### src/rtl/dna_hex_streamer.sv
// dna_hex_streamer
//   Streams a latched 57-bit device DNA word to a byte-wide UART transmitter
//   as 15 ASCII hex characters, most significant nibble first. The word is
//   zero-extended to 60 bits before conversion.
//
//   Build option: define DNA_CRLF_EN to append CR (0x0D) and LF (0x0A)
//   after the hex characters, making a stream 17 bytes instead of 15.
//
//   Parameters
//     UPPER     : 1 = hex letters emitted as 'A'-'F', 0 = 'a'-'f'
//   Ports
//     clk       : system clock, rising edge
//     rst_n     : asynchronous active-low reset
//     dna       : DNA word, MSB is the first bit shifted out of the device
//     dna_valid : level, dna is complete and stable
//     start     : single-cycle request to stream the current DNA
//     tx_data   : ASCII byte offered downstream
//     tx_valid  : tx_data valid; consumed when tx_valid & tx_ready
//     tx_ready  : downstream accepts a byte this cycle
//     busy      : high from accepted start until the last byte is consumed
//     done      : one-cycle pulse after the final byte handshake
module dna_hex_streamer #(
    parameter bit UPPER = 1'b1
) (
    input  logic        clk,
    input  logic        rst_n,
    input  logic [56:0] dna,
    input  logic        dna_valid,
    input  logic        start,
    output logic [7:0]  tx_data,
    output logic        tx_valid,
    input  logic        tx_ready,
    output logic        busy,
    output logic        done
);

    typedef enum logic [1:0] {
        IDLE,
        SEND,
        TERM,
        FIN
    } state_t;

    state_t      state_q, state_d;
    logic [56:0] dna_q, dna_d;
    logic [3:0]  cnt_q, cnt_d;

    logic [59:0] word_sh;
    logic [3:0]  nib;
    logic [7:0]  hex_char;

    // Shift the selected nibble up to the top of the 60-bit word so the
    // character counter indexes MSB-first without a variable part-select.
    always_comb begin
        word_sh = {3'b000, dna_q} << {cnt_q, 2'b00};
        nib     = word_sh[59:56];
        if (nib < 4'd10) begin
            hex_char = 8'h30 + {4'h0, nib};
        end else if (UPPER) begin
            hex_char = 8'h37 + {4'h0, nib};
        end else begin
            hex_char = 8'h57 + {4'h0, nib};
        end
    end

    always_ff @(posedge clk or negedge rst_n) begin
        if (!rst_n) begin
            state_q <= IDLE;
            dna_q   <= '0;
            cnt_q   <= '0;
        end else begin
            state_q <= state_d;
            dna_q   <= dna_d;
            cnt_q   <= cnt_d;
        end
    end

    always_comb begin
        state_d  = state_q;
        dna_d    = dna_q;
        cnt_d    = cnt_q;
        tx_data  = 8'h00;
        tx_valid = 1'b0;
        busy     = 1'b0;
        done     = 1'b0;

        case (state_q)
            IDLE: begin
                if (start && dna_valid) begin
                    dna_d   = dna;
                    cnt_d   = '0;
                    state_d = SEND;
                end
            end

            SEND: begin
                busy     = 1'b1;
                tx_valid = 1'b1;
                tx_data  = hex_char;
                if (tx_ready) begin
                    if (cnt_q == 4'd14) begin
                        cnt_d = '0;
`ifdef DNA_CRLF_EN
                        state_d = TERM;
`else
                        state_d = FIN;
`endif
                    end else begin
                        cnt_d = cnt_q + 4'd1;
                    end
                end
            end

`ifdef DNA_CRLF_EN
            // Counter bit 0 selects CR (0) then LF (1).
            TERM: begin
                busy     = 1'b1;
                tx_valid = 1'b1;
                tx_data  = cnt_q[0] ? 8'h0A : 8'h0D;
                if (tx_ready) begin
                    if (cnt_q[0]) begin
                        cnt_d   = '0;
                        state_d = FIN;
                    end else begin
                        cnt_d = 4'd1;
                    end
                end
            end
`endif

            FIN: begin
                done    = 1'b1;
                state_d = IDLE;
            end

            default: begin
                state_d = IDLE;
            end
        endcase
    end

endmodule

### config.mk
export PLATFORM = sky130hd
export DESIGN_NAME = dna_hex_streamer
export DESIGN_NICKNAME = d
export VERILOG_FILES = /design/src/rtl/dna_hex_streamer.sv
export SDC_FILE = /design/constraint.sdc
export NUM_CORES = 1
export LEC_CHECK = 0
export BUFFER_PORTS_ARGS = -buffer_cell sky130_fd_sc_hd__clkbuf_2
export CAP_MARGIN = 20
export CORE_MARGIN = 5
export CORE_UTILIZATION = 58
export CTS_CLUSTER_SIZE = 12
export DETAILED_ROUTE_END_ITERATION = 7
export HOLD_SLACK_MARGIN = 0.03
export PLACE_DENSITY = 0.85
export SYNTH_ARGS = -nofsm -noshare
export SYNTH_HDL_FRONTEND = slang
export SYNTH_SLANG_ARGS = --single-unit
### constraint.sdc
create_clock -name clk -period 4.71 [get_ports clk]
set_input_delay 0.942 -clock clk [delete_from_list [all_inputs] [get_ports clk]]
set_output_delay 0.942 -clock clk [all_outputs]
set_load 0.005 [all_outputs]
# Word-level counts from Yosys, hierarchy flattened
# Index checks and enable logic that the tools add are counted.
dict set report classes {
  n_eq_ne 6
  shift 1
  n_addsub 3
  muxes 12
  reduce_logical 6
  n_lt_le_gt_ge 1
}
# op n
set op_table {}
lappend op_table {{left shift 57 x 6 -> 60 bit} 1}
lappend op_table {{adder 6 x 4 -> 7 bit (first input constant)} 2}
lappend op_table {{two-way mux 7 bit} 2}
lappend op_table {{two-way mux 4 bit} 3}
lappend op_table {{case mux 4 bit (2 select lines)} 1}
lappend op_table {{two-way mux 2 bit} 3}
lappend op_table {{inequality test 2 bit (second input constant)} 3}
lappend op_table {{AND reduction 3 bit} 2}
lappend op_table {{adder 4 x 1 -> 4 bit (second input constant)} 1}
lappend op_table {{equality test 4 bit (second input constant)} 1}
lappend op_table {{< comparator 4 bit (second input constant)} 1}
lappend op_table {{case mux 2 bit (2 select lines)} 1}
lappend op_table {{equality test 2 x 1 -> 1 bit (second input constant)} 1}
lappend op_table {{equality test 2 bit (second input constant)} 1}
lappend op_table {{zero test 2 bit} 1}
lappend op_table {{two-way mux 1 bit} 2}
lappend op_table {{AND reduction 2 bit} 1}
lappend op_table {{nonzero test 2 bit} 1}
lappend op_table {{logical AND 1 bit} 1}
dict set report totals {
  elab_cells 32
  in_bits 62
  regBits 63
}

# Logic depth before layout (Yosys ltp)
# Gate-level depths: netlist of run 1.
dict set report logic_depth {
  ltp_word 4
  mapped_depth 10
  ltp_nobuf 8
}

# Worst setup path after synthesis of run 1
# Ideal clock, no wire load.
dict set report synth_path {
  path_type {flip-flop to output port}
  from {register cnt_q[1]}
  to {output tx_data[2]}
  stages_incl_launch_ff 9
  arrival_time_ns 2.098
  t_required_ns 3.768
  slack_ns 1.670
  path_cell_list {dfrtp_1 -> buf_6 -> buf_12 -> nand2b_1 -> mux4_2 -> mux2_2 -> ha_1 -> and4b_1 -> o21a_1}
}
dict set report synth_between {
  elab_chain_cells 4
  word_cells_on_any_way 6
  cone_classes {add/sub (2); order compare (1); shift (1); mux (2)}
}
# element line
set synth_lines {}
lappend synth_lines {{from (decl)} 46} ;# logic [3:0] cnt_q, cnt_d;
lappend synth_lines {{from (signal assigned)} 74} ;# cnt_q <= cnt_d;
lappend synth_lines {{left shift 57 x 6 -> 60 bit *} 55} ;# word_sh = {3'b000, dna_q} << {cnt_q, 2'b00};
lappend synth_lines {{adder 6 x 4 -> 7 bit (tied with other cells)} 60} ;# hex_char = 8'h37 + {4'h0, nib};
lappend synth_lines {{two-way mux 7 bit *} 57} ;# if (nib < 4'd10) begin
lappend synth_lines {{two-way mux 7 bit *} 87} ;# case (state_q)
lappend synth_lines {{to (decl)} 30} ;# output logic [7:0] tx_data,
# Every way passes the cells marked *; elsewhere a longest branch is shown, timed or not.

# Final worst setup path of run 1
# Ends and elaborated chain as after synthesis.

==> results.json, run 1 <==
{
  "synth_cell_type_count": 33,
  "reg2reg_to": "cnt_q[1]",
  "vdd_drop_max_uv": 385,
  "status": "completed",
  "end_kind": "output pin",
  "seqPwrFrac": 0.377,
  "clock_latency_ps": 340,
  "cts_made_buffers": 9,
  "reg2reg_slack_ps": 2510,
  "setup_slack_ps": 901,
  "antenna_found_initial": 0,
  "finalCritPeriodShare": 0.809,
  "powerDensity_mw_per_mm2": 714,
  "grt_pass1_vias": 2168,
  "row_count": 26,
  "die_area_sq_mm": 0.00701,
  "dp_hpwl_um": 4430,
  "p_clk_frac": 0.182,
  "p_leak_nw": 1.70,
  "slew_viol_final": 0,
  "place.gp.congestion": 0.808,
  "tightest_slew_ps": 787,
  "antenna_left": 0,
  "ys_seq_area_frac": 0.500,
  "antenna_cells": 0,
  "die_w_um": 83.7,
  "routedWlPerCell_um": 16.3,
  "setup_tns_ps": 0,
  "multi_input_area_sq_mm": 0.00145,
  "rr_worst_depth": 5,
  "seqCellArea_sq_mm": 0.00158,
  "max-clock-path-buffers": 2,
  "switchingPower_mw": 0.893,
  "ios": 73,
  "grt_max_degree": 64,
  "hold_viol": 0,
  "vias": 2006,
  "dp_cells": 354,
  "track_usage": 0.192,
  "syn_inst": 224,
  "synth_area_sq_mm": 0.00315,
  "hold_end": "dna_q[48]",
  "yosys_warnings": 0,
  "syn_to_final_growth_pct": 18.3,
  "drt_iter0_drc": 107,
  "swShare": 0.336,
  "cap_violations": 0,
  "final_cells": 370,
  "cts_tree": "yes",
  "rr_startpoint": "state_q[1]",
  "syn_nets": 289,
  "relSlewSlack": 0.475,
  "core_sq_mm": 0.00520,
  "cp.required_ps": 3770,
  "cts_hold_buffers": 0,
  "h-tree-depth": 3,
  "dpl_worst_slack_ps": 1270,
  "startpoint_type": "register",
  "start_util": 0.605,
  "cp.arrival_ps": 2870,
  "grt_pass1_wl_um": 10600,
  "fin_nets": 360,
  "hold_path_depth": 1,
  "p_int_mw": 1.77,
  "drc": 0,
  "vias_per_cell": 5.42,
  "cts_resized": 0,
  "cts_setup_buffers": 0,
  "worstPathMaxFanout": 14,
  "clock-skew-final_ps": 6.32,
  "final_util": 0.716,
  "cts-root-buf": "clkbuf_8",
  "pwr-share-comb": 0.441,
  "grt_overflow": 0,
  "ys_seq_elements": 63,
  "min_period_ps": 3810,
  "cts.sinks": 63,
  "path_class": "register to output pin",
  "drive_above_1_share": 0.543,
  "min_from": "dna_q[48]",
  "clkSlewWorstSetupHoldPaths_ps": 70,
  "nFillCells": 379,
  "firstDrtPassIters": 4,
  "fmax_mhz": 263,
  "syn_avg_cell_area_sq_um": 14.1,
  "setup_violations": 0,
  "die-height_um": 83.7,
  "rsz0062_at_grt": "no",
  "hold_class": "register to register",
  "io_buffers": 71,
  "wl_um": 6030
}
==> kinds of logic (layout without fill, tap and decap cells) <==
kind of cell | count (synthesis) | in the layout | share of synthesized area
compound gates | 14 | 14 | 0.0262
fa+ha+maj | 3 | 3 | 0.0119
buf+inv | 20 | 96 | 0.0441
flops | 63 | 63 | 0.500
mux | 93 | 93 | 0.366
other cells | 1 | 1 | 0.00119
simple gates | 30 | 30 | 0.0500
==> placed cells by master, fill, tap and decap left out, drive strengths merged, types with 3 or more instances in the layout <==
cell type,instances
nor2,3
mux2i,26
mux4,9
mux2,58
clkinv,4
dfrtp,63
o21ai,5
clkbuf,84
a21oi,4
nand2b,7
ha,3
inv,3
nand2,10
buf,4
==> worst max-delay path: stages (launching register included) <==
cell      delay (ps)
dfrtp_1          560
buf_4            300
mux2i_1          120
mux4_2           500
mux2i_4          250
inv_1             80
ha_1             210
and4b_1          210
o21a_1           180
clkbuf_2         110
==> how the worst max path moves through the flow <==
stage	from	end
global route	cnt_q[1]	tx_data[2]
CTS	cnt_q[1]	tx_data[2]
floorplan	cnt_q[1]	tx_data[2]
finish	cnt_q[1]	tx_data[2]
global placement	cnt_q[1]	tx_data[2]
detailed placement	cnt_q[1]	tx_data[2]
==> metal layers <==
layer | vias up | GRT usage | share of wire
met5 | - | 0 | 0
met4 | 0 | 0.0921 | 0.018
met3 | 10 | 0.0415 | 0.063
li1 | 951 | - | -
met2 | 67 | 0.299 | 0.48
met1 | 978 | 0.257 | 0.44
==> Yosys cell counts (all sizes together) <==
master	n	area, sq um
o21ai	5	25.0
nor2b	1	6.26
clkinv	2	7.51
mux2	58	653
clkbuf	2	17.5
ha	3	37.5
mux2i	26	298
buf	13	103
o21a	2	15.0
and2	1	6.26
nand3	2	10.0
nor2	3	11.3
nand2	10	37.5
a211oi	1	7.51
a21o	1	7.51
nor4bb	1	10.0
and4b	1	10.0
conb	1	3.75
or2	2	12.5
dfrtp	63	1580
nand2b	7	43.8
mux4	9	203
nor3	2	10.0
a21boi	1	7.51
a21oi	4	20.0
inv	3	11.3
==> area by class of cell <==
| cell class | instances | area share |
|---|---|---|
| inverters | 5 | 0.00504 |
| well taps | 70 | 0.0235 |
| repair buffers | 75 | 0.103 |
| multi-input cells | 141 | 0.389 |
| flip-flops and latches | 63 | 0.423 |
| clock buffers | 13 | 0.0453 |
| clock inverters | 3 | 0.0107 |
==> flip-flops by register name (all words and copies together), names as in the netlist <==
signal and count:
cnt_q 4, dna_q 57, state_q 2
==> stage by stage <==
step	power (mW)	hold slack (ps)	cell area [sq um]
CTS	2.69	507	3730
floorplan	1.89	475	3150
global placement	2.13	486	3520
global route	2.85	521	3730
detailed placement	2.19	494	3520
finish	2.66	503	3730
==> power groups by stage <==
| stage | Combinational (mW) | Clock, mW | Sequential, mW |
|---|---|---|---|
| 2_1_floorplan | 0.975 | 0 | 0.915 |
| 3_3_place_gp | 1.12 | 0 | 1.01 |
| 3_5_place_dp | 1.18 | 0 | 1.01 |
| 4_1_cts | 1.19 | 0.493 | 1.01 |
| 5_1_grt | 1.29 | 0.514 | 1.05 |
| 6_report | 1.17 | 0.483 | 1.00 |
Note: power is estimated with default switching activity, not from simulation.
==> inputs of run 2 (changes only) <==
Settings changed: ABC_AREA set to 1, CORE_UTILIZATION 58 to 54, PLACE_DENSITY 0.85 to 0.8.
Clock period 4.71 ns to 3.6 ns, I/O delays scaled along.
==> run 2 against run 1 <==
  * Critical path depth is 5 higher
  * Core utilization down 6.4 points
  * Non-clock buffer count up 3
  * Clock skew fell by 2.1 ps
  * Design area grew 2.4%
  * Clock power is 43% higher
  * Critical path type unchanged
  * Critical endpoint is now tx_data[1]
==> results.json, run 2 <==
{
  "status": "completed",
  "syn_nets": 518,
  "ys_seq_area_frac": 0.488,
  "routedWlPerCell_um": 11.8,
  "switchingPower_mw": 1.37,
  "final_common_cell": "nand2_1",
  "swShare": 0.404,
  "synth_top_area_cell": "dfrtp_1",
  "io_buffers": 71,
  "syn_inst": 453,
  "antenna_cells": 0,
  "vdd_drop_max_uv": 565,
  "hold_class": "primary input to async pin",
  "p_leak_nw": 2.13,
  "vias": 2892,
  "crit_path_start": "cnt_q[0]",
  "drive_above_1_share": 0.191,
  "cap_violations": 0,
  "tightest_slew_ps": 630,
  "die_w_um": 87.3,
  "synth_area_sq_mm": 0.00323,
  "rsz0062_at_grt": "no",
  "finalCritPeriodShare": 0.852,
  "final_util": 0.652,
  "drt_iter0_drc": 148,
  "cts_made_buffers": 9,
  "die-height_um": 87.3,
  "die_area_sq_mm": 0.00762,
  "ys_seq_elements": 63,
  "cts_resized": 0,
  "syn_to_final_growth_pct": 18.3,
  "synthTopCellsByCount": "211 x nand2_1, 63 x dfrtp_1, 49 x nor2_1, 37 x o21ai_0, 30 x inv_1",
  "grt_pass1_vias": 2858,
  "p_int_mw": 2.02,
  "synth_most_common_cell": "nand2_1",
  "yosys_warnings": 0,
  "largest_reg_flops": 57,
  "h-tree-depth": 3,
  "end_kind": "output pin",
  "clock-skew-final_ps": 4.25,
  "async_flop_share": 1.00,
  "cts_hold_buffers": 0,
  "final_cell_mix": "211 x nand2_1, 71 x clkbuf_2, 63 x dfrtp_1",
  "grt_max_degree": 76,
  "cts_tree": "yes",
  "wl_um": 7050,
  "largestRegisters": "dna_q: 57 flops, cnt_q: 4 flops, state_q: 2 flops",
  "row_count": 28,
  "syn_avg_cell_area_sq_um": 7.13,
  "fmax_mhz": 326,
  "firstDrtPassIters": 4,
  "startpoint_type": "register",
  "slew_viol_final": 0,
  "cts.sinks": 63,
  "drc": 0,
  "path_class": "register to output pin",
  "min_period_ps": 3070,
  "clkSlewWorstSetupHoldPaths_ps": 70,
  "seqPwrFrac": 0.357,
  "antenna_found_initial": 0,
  "core_sq_mm": 0.00585,
  "worstPathMaxFanout": 28,
  "track_usage": 0.207,
  "dp_hpwl_um": 5170,
  "synth_ff_type": "dfrtp_1",
  "cp.required_ps": 2880,
  "grt_pass1_wl_um": 12300,
  "clock_latency_ps": 340,
  "max-clock-path-buffers": 2,
  "cp.arrival_ps": 2350,
  "cts-root-buf": "clkbuf_8",
  "synth_top_area_share": 0.488,
  "regMostFlops": "dna_q",
  "cts_setup_buffers": 0,
  "rr_startpoint": "state_q[1]",
  "powerDensity_mw_per_mm2": 887,
  "rr_worst_depth": 7,
  "antenna_left": 0,
  "vias_per_cell": 4.84,
  "whs_ps": 155,
  "synth_edf_count": 0,
  "setup_tns_ps": 0,
  "place.gp.congestion": 0.852,
  "relSlewSlack": 0.580,
  "setup_violations": 0,
  "start_util": 0.552,
  "synth_cell_type_count": 22,
  "p_clk_frac": 0.204,
  "pwr-share-comb": 0.439,
  "synth_area_leaders": "dfrtp_1 49%, nand2_1 25%, o21ai_0 5.7%",
  "fin_nets": 583,
  "grt_overflow": 0,
  "hold_viol": 0,
  "ios": 73
}
==> run 2: changes by cell type in the layout (fill, tap and decap cells not counted), moves of 7 or more <==
cell      previous run  this run
nand2b_1             7         0
nor2_1               3        49
nand3_1              2        20
mux4_2               9         0
mux2i_1             23         0
inv_1                3        30
o21ai_0              4        37
mux2_2              58         0
nand2_1             10       211
==> run 2: routing by layer <==
metal,track usage,routed length (um),vias up
met5,0,0,-
met4,0.0865,157,0
met3,0.0681,403,16
met2,0.323,3220,77
met1,0.264,3260,1286
li1,-,-,1513
==> run 2: final timing paths <==
check,to,slack (ps)
worst max-delay path,tx_data[1],530
worst min-delay path,dna_q[37],160
worst max register to register,cnt_q[3],1960
worst min register to register,dna_q[12],470
max in group asynchronous,dna_q[35],2780
min in group clk,dna_q[12],470
==> run 2: through the flow <==
stage	cell area, sq um	setup slack (ps)	power [mW]	cells
5_1_grt	3820	241	3.73	598
3_3_place_gp	3590	990	2.64	582
2_1_floorplan	3230	1210	2.31	453
6_report	3820	532	3.39	598
4_1_cts	3820	512	3.41	598
3_5_place_dp	3590	892	2.71	582
==> run 2: power groups by stage <==
stage / Combinational, mW / Clock [mW] / Sequential (mW)
2_1_floorplan: 1.16 / 0 / 1.15
3_3_place_gp: 1.43 / 0 / 1.21
3_5_place_dp: 1.49 / 0 / 1.22
4_1_cts: 1.50 / 0.708 / 1.21
5_1_grt: 1.75 / 0.744 / 1.24
6_report: 1.49 / 0.691 / 1.21
==> run 2: area by class of cell <==
class	instances	area [sq um]
clock buffers	11	151
clock inverters	5	80.1
fillers	502	2030
inverters	32	125
multi-input cells	334	1380
flip-flops and latches	63	1580
well taps	75	93.8
repair buffers	78	408
==> run 2: critical path, stage by stage (launching register included) <==
cell	delay (ps)
dfrtp_1	400
buf_4	210
inv_6	170
nor2_1	60
o21ai_0	150
nand2_1	70
nand2_1	60
inv_1	30
nand2_1	110
inv_1	60
ha_1	290
nand3_1	80
nand2_1	60
nor2_1	100
clkbuf_2	130
==> run 2: cell families after synthesis <==
logic type	synth area share
AND/OR/NAND/NOR	0.348
flip-flops	0.488
AO/OA/AOI/OAI	0.0655
buffers and inverters	0.0849
adder cells (fa/ha/maj)	0.0116
other	0.00116
==> inputs of run 3 (changes only) <==
Settings changed: REMOVE_ABC_BUFFERS set to 1.
==> run 3 against run 2 <==
  * First-iteration DRC count shrank 8.1%
  * Register-to-register slack lost 80 ps
  * Non-clock buffer count grew 1
  * Power shrank 3.5%
  * Hold slack gained 240 ps
  * Clock power shrank 21%
  * Wire length grew 4.0%
  * Die area is the same
  * Critical path depth shrank 1
  * Critical endpoint unchanged
==> results.json, run 3 (synthesis gave the netlist of run 2 again) <==
{
  "core_sq_mm": 0.00585,
  "grt_overflow": 0,
  "hold_viol": 0,
  "dp_cells": 583,
  "h-tree-depth": 3,
  "final_common_cell": "nand2_1",
  "io_buffers": 71,
  "cts_hold_buffers": 0,
  "seqPwrFrac": 0.365,
  "p_clk_frac": 0.166,
  "clock-skew-final_ps": 5.86,
  "p_leak_nw": 2.12,
  "track_usage": 0.208,
  "powerDensity_mw_per_mm2": 867,
  "p_int_mw": 1.88,
  "vias_per_cell": 4.89,
  "cts.sinks": 63,
  "dpl_worst_slack_ps": 879,
  "antenna_found_initial": 0,
  "grt_pass1_vias": 2888,
  "routedWlPerCell_um": 12.2,
  "grt_pass1_wl_um": 12600,
  "grt_max_degree": 46,
  "cp.arrival_ps": 2350,
  "largest_reg_flops": 57,
  "fmax_mhz": 326,
  "vias": 2932,
  "die-height_um": 87.3,
  "place.gp.congestion": 0.838,
  "cts_setup_buffers": 0,
  "cts_resized": 0,
  "drt_iter0_drc": 136,
  "start_util": 0.552,
  "antenna_left": 0,
  "wl_um": 7330,
  "drive_above_1_share": 0.189,
  "min_period_ps": 3070,
  "relSlewSlack": 0.557,
  "fin_nets": 584,
  "final_cells": 599,
  "max-clock-path-buffers": 2,
  "slew_viol_final": 0,
  "vdd_drop_max_uv": 523,
  "cp.required_ps": 2880,
  "drc": 0,
  "finalCritPeriodShare": 0.852,
  "worstPathMaxFanout": 15,
  "hold_class": "primary input to async pin",
  "ios": 73,
  "setup_violations": 0,
  "nFillCells": 519,
  "die_w_um": 87.3,
  "switchingPower_mw": 1.39,
  "cts_tree": "yes",
  "regMostFlops": "dna_q",
  "syn_to_final_growth_pct": 16.8,
  "tightest_slew_ps": 664,
  "clock_latency_ps": 340,
  "end_kind": "output pin",
  "cts_made_buffers": 9,
  "pwr-share-comb": 0.468,
  "clkSlewWorstSetupHoldPaths_ps": 70,
  "dp_hpwl_um": 5320,
  "cap_violations": 0,
  "die_area_sq_mm": 0.00762,
  "antenna_cells": 0,
  "firstDrtPassIters": 4,
  "status": "completed",
  "row_count": 28,
  "power.total_mw": 3.27,
  "swShare": 0.425,
  "largestRegisters": "dna_q: 57 flops, cnt_q: 4 flops, state_q: 2 flops",
  "final_cell_mix": "211 x nand2_1, 71 x clkbuf_2, 63 x dfrtp_1",
  "rsz0062_at_grt": "no",
  "path_class": "register to output pin",
  "cts-root-buf": "clkbuf_8",
  "setup_slack_ps": 532,
  "startpoint_type": "register",
  "reg2reg_slack_ps": 1880
}
run 3: layout make-up:
type | instances | area (sq um) | area share
clock buffers | 13 | 159 | 0.0422
clock inverters | 3 | 17.5 | 0.00465
inverters | 32 | 125 | 0.0332
multi-input cells | 334 | 1380 | 0.367
flip-flops and latches | 63 | 1580 | 0.418
well taps | 75 | 93.8 | 0.0249
repair buffers | 79 | 415 | 0.110
run 3: routing by layer:
metal / GRT usage / routed length (um) / vias to the layer above
met4: 0.103 / 178 / 0
li1: - / - / 1516
met1: 0.271 / 3310 / 1330
met2: 0.334 / 3470 / 70
met5: 0 / 0 / -
met3: 0.0369 / 362 / 16
run 3: power by group through the flow:
| stage | Clock, mW | Sequential [mW] | Combinational (mW) |
|---|---|---|---|
| 2_1_floorplan | 0 | 1.21 | 1.01 |
| 3_3_place_gp | 0 | 1.19 | 1.46 |
| 3_5_place_dp | 0 | 1.20 | 1.53 |
| 4_1_cts | 0.553 | 1.20 | 1.54 |
| 5_1_grt | 0.590 | 1.23 | 1.77 |
| 6_report | 0.544 | 1.19 | 1.53 |
run 3: worst max-delay path, cell delays in order (launching register included):
cell,delay [ps]
dfrtp_1,370
inv_1,350
o21ai_0,150
o21ai_0,160
nand2_1,60
nand2_1,60
inv_1,40
nand2_1,90
inv_1,60
ha_1,290
nand3_1,80
nand2_1,50
nor2_1,120
clkbuf_2,130
run 3: through the flow:
step / hold WS (ps) / setup TNS [ps] / util / cell area [sq um]
final: 398 / 0 / 0.644 / 3770
after detailed placement: 454 / 0 / 0.614 / 3590
after floorplan: 424 / -143110 / - / 3080
after global routing: 467 / 0 / 0.644 / 3770
after CTS: 425 / 0 / 0.644 / 3770
after global placement: 450 / 0 / 0.614 / 3590
run 3: final timing paths:
kind,endpoint,start,cells past startpoint
worst max-delay path,tx_data[1],cnt_q[1],13
worst min-delay path,dna_q[10],rst_n,1
worst max register to register,cnt_q[3],state_q[1],7
worst min register to register,dna_q[44],dna_q[44],2
max in group asynchronous,state_q[0],rst_n,2
min in group clk,dna_q[44],dna_q[44],2
